File: config.mk
export PLATFORM = sky130hd
export DESIGN_NAME = mme_axi_rd_arbiter
export DESIGN_NICKNAME = d
export VERILOG_FILES = /design/src/rtl/mme_axi_rd_arbiter.sv
export SDC_FILE = /design/constraint.sdc
export NUM_CORES = 1
export LEC_CHECK = 0
export CAP_MARGIN = 20
export CORE_AREA = 10 10 199 201
export DETAILED_ROUTE_END_ITERATION = 10
export DIE_AREA = 0 0 209 211
export DONT_BUFFER_PORTS = 1
export PLACE_DENSITY = 0.3
export SLEW_MARGIN = 20
export SYNTH_ARGS = -nofsm -noshare
export SYNTH_HDL_FRONTEND = slang
export SYNTH_SLANG_ARGS = --single-unit
File: constraint.sdc
create_clock -name clk -period 2 [get_ports clk]
set_clock_uncertainty 0.05 [all_clocks]
set_input_delay 0.2 -clock clk [delete_from_list [all_inputs] [get_ports clk]]
set_output_delay 0.2 -clock clk [all_outputs]
set_load 0.02 [all_outputs]
File: src/rtl/mme_axi_rd_arbiter.sv
// Round-robin AXI AR arbiter for the MME A/B fetch paths, with RID-based R routing and per-requester outstanding limits.
// AR: request to m_arvalid in one cycle, one handshake per two cycles; R: combinational, m_rready follows the selected requester.
module mme_axi_rd_arbiter #(
  parameter int ID_W      = 4,
  parameter int AW        = 32,
  parameter int DW        = 128,
  parameter int MAX_OUTST = 4
) (
  input  logic            clk,
  input  logic            rst,
  input  logic            s0_arvalid,
  input  logic [AW-1:0]   s0_araddr,
  input  logic [3:0]      s0_arlen,
  output logic            s0_arready,
  output logic            s0_rvalid,
  output logic [DW-1:0]   s0_rdata,
  output logic            s0_rlast,
  output logic [1:0]      s0_rresp,
  input  logic            s0_rready,
  input  logic            s1_arvalid,
  input  logic [AW-1:0]   s1_araddr,
  input  logic [3:0]      s1_arlen,
  output logic            s1_arready,
  output logic            s1_rvalid,
  output logic [DW-1:0]   s1_rdata,
  output logic            s1_rlast,
  output logic [1:0]      s1_rresp,
  input  logic            s1_rready,
  output logic            m_arvalid,
  output logic [ID_W-1:0] m_arid,
  output logic [AW-1:0]   m_araddr,
  output logic [3:0]      m_arlen,
  output logic [2:0]      m_arsize,
  output logic [1:0]      m_arburst,
  input  logic            m_arready,
  input  logic            m_rvalid,
  input  logic [ID_W-1:0] m_rid,
  input  logic [DW-1:0]   m_rdata,
  input  logic            m_rlast,
  input  logic [1:0]      m_rresp,
  output logic            m_rready
);

  localparam int CW = $clog2(MAX_OUTST + 1);
  localparam logic [CW-1:0] LIMIT = CW'(MAX_OUTST);

  typedef enum logic {IDLE, GRANT} state_t;

  state_t        state, state_nxt;
  logic          gnt, gnt_nxt, last;
  logic [CW-1:0] cnt0, cnt1;
  logic          elig0, elig1, ar_hs, sel, r_done;
  logic          inc0, inc1, dec0, dec1;
  logic          unused_rid_hi;

  assign elig0 = s0_arvalid && (cnt0 < LIMIT);
  assign elig1 = s1_arvalid && (cnt1 < LIMIT);

  always_ff @(posedge clk or posedge rst) begin
    if (rst) begin
      state <= IDLE;
      gnt   <= 1'b0;
      last  <= 1'b1;
    end else begin
      state <= state_nxt;
      gnt   <= gnt_nxt;
      if (ar_hs) last <= gnt;
    end
  end

  always_comb begin
    state_nxt  = state;
    gnt_nxt    = gnt;
    m_arvalid  = 1'b0;
    s0_arready = 1'b0;
    s1_arready = 1'b0;
    ar_hs      = 1'b0;
    case (state)
      IDLE: begin
        if (elig0 && elig1) begin
          gnt_nxt   = !last;
          state_nxt = GRANT;
        end else if (elig0) begin
          gnt_nxt   = 1'b0;
          state_nxt = GRANT;
        end else if (elig1) begin
          gnt_nxt   = 1'b1;
          state_nxt = GRANT;
        end
      end
      GRANT: begin
        m_arvalid  = 1'b1;
        s0_arready = !gnt && m_arready;
        s1_arready = gnt && m_arready;
        ar_hs      = m_arready;
        if (m_arready) state_nxt = IDLE;
      end
      default: state_nxt = IDLE;
    endcase
  end

  assign m_arid    = {{(ID_W-1){1'b0}}, gnt};
  assign m_araddr  = gnt ? s1_araddr : s0_araddr;
  assign m_arlen   = gnt ? s1_arlen : s0_arlen;
  assign m_arsize  = 3'($clog2(DW / 8));
  assign m_arburst = 2'b01;

  // R path is pure steering; upper RID bits are never issued so they are ignored.
  assign sel           = m_rid[0];
  assign unused_rid_hi = ^m_rid[ID_W-1:1];
  assign s0_rvalid     = m_rvalid && !sel;
  assign s1_rvalid     = m_rvalid && sel;
  assign s0_rdata      = m_rdata;
  assign s1_rdata      = m_rdata;
  assign s0_rlast      = m_rlast;
  assign s1_rlast      = m_rlast;
  assign s0_rresp      = m_rresp;
  assign s1_rresp      = m_rresp;
  assign m_rready      = sel ? s1_rready : s0_rready;

  assign r_done = m_rvalid && m_rready && m_rlast;
  assign inc0   = ar_hs && !gnt;
  assign inc1   = ar_hs && gnt;
  assign dec0   = r_done && !sel;
  assign dec1   = r_done && sel;

  // A decrement at zero (stray beat, e.g. after reset) saturates instead of wrapping.
  always_ff @(posedge clk or posedge rst) begin
    if (rst) begin
      cnt0 <= '0;
      cnt1 <= '0;
    end else begin
      if (inc0 && !dec0)                      cnt0 <= cnt0 + 1'b1;
      else if (dec0 && !inc0 && cnt0 != '0)   cnt0 <= cnt0 - 1'b1;
      if (inc1 && !dec1)                      cnt1 <= cnt1 + 1'b1;
      else if (dec1 && !inc1 && cnt1 != '0)   cnt1 <= cnt1 - 1'b1;
    end
  end

endmodule

==> results by group <==
Run status
  • Outcome: completed

Timing
  • Slew Limit Fails: 0
  • Worst Tran Pin Value: about 590 ps
  • Final period utilization: 93.11%
  • Final Hold Fails: 0
  • Minimum clock period: 1862 ps
  • Setup TNS: 0 ps
  • RSZ-0062 raised after global routing: false
  • Relative slew slack: 60.59%
  • FMAX: ~540 MHz
  • # setup viols final: 0

Route
  • DR pass1 iterations: 4
  • Routed wire length per instance: about 14 um
  • Vias per std cell: 2.031
  • Antenna-violating nets left: 0
  • Drt first-iter violations: 25
  • Post-route DRC: 0
  • Overall routed net length: just over 8 mm
  • Vias: 1178

Place
  • Port Buffers: 0
  • Hpwl dp: around 7.3 mm
  • Gpl congestion: approximately 0.67

Job
  • Max Cap Violations: 0

Layout
  • Commonest cells after routing, fill and taps aside: mux2_2 (22), mux2_1 (15), nand2_1 (8), conb_1 (8)
  • Final nets: 337
  • Final Util: 5.023%
  • Area Growth Syn to Fin: -42.66%
  • Share of layout cells above drive strength 1: 33.61%
  • # fillers: 4188
  • Commonest non-fill, non-tap cell in the layout: mux2_2
  • # diodes: 0

Setup path
  • Startpoint Class: register
  • Path depth of the worst reg2reg path: 6
  • Crit Path Max Fanout: 39
  • Delay-heaviest family, CP: multiplexers
  • Max stage delay on crit path: 510 ps
  • Reg2reg start: gnt$_DFFE_PP0P_
  • Crit path kind: reg2out
  • Reg-to-reg critical path endpoint: cnt0[2]$_DFFE_PP0P_
  • R2R setup slack: 300 ps
  • Critical-path top delay cell: mux2_1
  • Crit path DAT: roughly 1600 ps
  • Worst path cell trace: buf_4, mux2_1
  • CP required: around 1800 ps
  • Crit end category: primary output
  • Worst path bufs/invs: 1

Clock tree
  • Post-CTS sizing: 0
  • Clock Path Buffers: 2
  • CTS Buf Count: 3
  • H-tree levels: 1
  • Root buffer cell: clkbuf_16
  • CTS tree: done
  • Clock transition at path regs: about 40 ps
  • Clock Latency Late Sink: ~230 ps
  • Clk sinks: 9

Die
  • Core Footprint: 35400 sq um
  • IO Pins: about 530
  • Row count: 69
  • Initial Utilization: 8.759%
  • Die width: 209 um
  • Die height: 211 um
  • Die ar.: around 44000 sq um

Power
  • Power per Cell Area: between 1000 and 1500 nW/um^2
  • Pleak: approximately 0.00054 uW
  • Peak VDD IR: roughly 0.00053 V

Global routing
  • Largest net degree at the start of global routing: 40
  • Initial antenna violation count: 0
  • Number of global-route vias before repair: 1427
  • First-pass GRT wire length: 10.80 mm
  • Tot GR Track Use: 3.328%
  • GRT overflow: 0

Logic synthesis
  • Syn avg cell area: 8.224 sq um
  • Distinct cells, synth: 31
  • Mapped Cells: 377
  • Async set or reset register ratio after synthesis: 100.0%
  • Yosys warnings: 0
  • Mapped Area: 3100 sq um
  • Number of flops mapped to enable cells by yosys: 0
  • Seq/Total Area, Yosys: 7.304%
  • Main synth FF type: dfrtp_1
  • #FFs+latches synth: 9

Hold path
  • Hold Path Sink: last$_DFFE_PP1N_
  • Hold/Removal Path Class: in2reg
  • Beginning of the worst hold path: m_arready
  • Hold path depth: 3
==> cell usage after synthesis, types with 3 or more instances <==
library cell	n	area, sq um
o31a_1	3	26.28
mux2_1	15	168.9
mux2_2	22	247.7
nor2_1	7	26.28
buf_4	272	2042
a21oi_1	3	15.01
nor2b_1	3	18.77
dfrtp_1	8	200.2
inv_1	3	11.26
nand2_1	8	30.03
buf_2	3	15.01
==> worst reg2reg max path, stage by stage (launching register included) <==
cell	delay, ps
dfrtp_2	400
nand3b_1	190
inv_2	90
nand2_1	80
fa_1	410
o31a_1	320
o21ai_2	100
==> registers in the layout (all words and copies together) (netlist names) <==
| register | cells |
|---|---|
| cnt0 | 3 |
| state | 1 |
| cnt1 | 3 |
| gnt | 1 |
| last | 1 |
==> report_power, final <==
group	internal (uW)	switching (uW)	leakage (uW)	total (uW)
clock	266	84.8	0.0000382	351
sequential	281	118	0.000105	399
combinational	434	742	0.000397	1180
total	982	945	0.000540	1930
==> how the worst max path moves through the flow <==
stage	slack, ps	to	depth (start not counted)	start
final	140	m_araddr[5]	2	gnt$_DFFE_PP0P_
after global routing	30	m_araddr[5]	2	gnt$_DFFE_PP0P_
after CTS	100	m_araddr[5]	2	gnt$_DFFE_PP0P_
after detailed placement	290	cnt0[2]$_DFFE_PP0P_	6	gnt$_DFFE_PP0P_
after global placement	290	cnt0[1]$_DFFE_PP0P_	6	gnt$_DFFE_PP0P_
after floorplan	70	cnt1[2]$_DFFE_PP0P_	6	state$_DFF_PP0_
==> what timing repair did <==
item                                   CTS  global route
setup buffers                            0             0
hold buffers                             1             0
setup endpoints to repair                0             0
endpoints found under the hold margin    8             0
==> through the flow <==
stage	hold slack, ps	instances	total power, uW	worst slack, ps	cell area [sq um]
5_1_grt	128.2	580	2097	26.22	1778
3_3_place_gp	50.32	575	1631	291.2	1689
6_report	85.94	580	1927	137.8	1778
2_1_floorplan	-22.80	383	2153	70.97	3123
3_5_place_dp	31.74	575	1613	293.7	1689
4_1_cts	84.23	580	1978	98.99	1778
==> routing by layer <==
metal | global-route usage (%) | part of all wire [%]
met3 | 3.090 | 22
met4 | 4.465 | 12
met2 | 4.337 | 40
met1 | 2.453 | 25
met5 | 1.110 | 0.83
==> final cells by class <==
| class | instances | area, sq um | share of cell area, % |
|---|---|---|---|
| multi-input combinational | 95 | 824.5 | 46.38 |
| tap | 461 | 576.8 | 32.44 |
| sequential | 9 | 227.7 | 12.81 |
| clock buffer | 4 | 78.83 | 4.433 |
| timing repair buffer | 7 | 55.05 | 3.096 |
| inverter | 4 | 15.01 | 0.8445 |
==> cells by family after synthesis <==
family | synth area share (%)
adder cells (fa/ha/maj) | 1.291
AND/OR/NAND/NOR | 5.852
other | 0.2422
flip-flops | 7.304
AO/OA/AOI/OAI | 4.398
buffers and inverters | 66.83
multiplexers | 14.08
(Power assumes the default switching activity.)
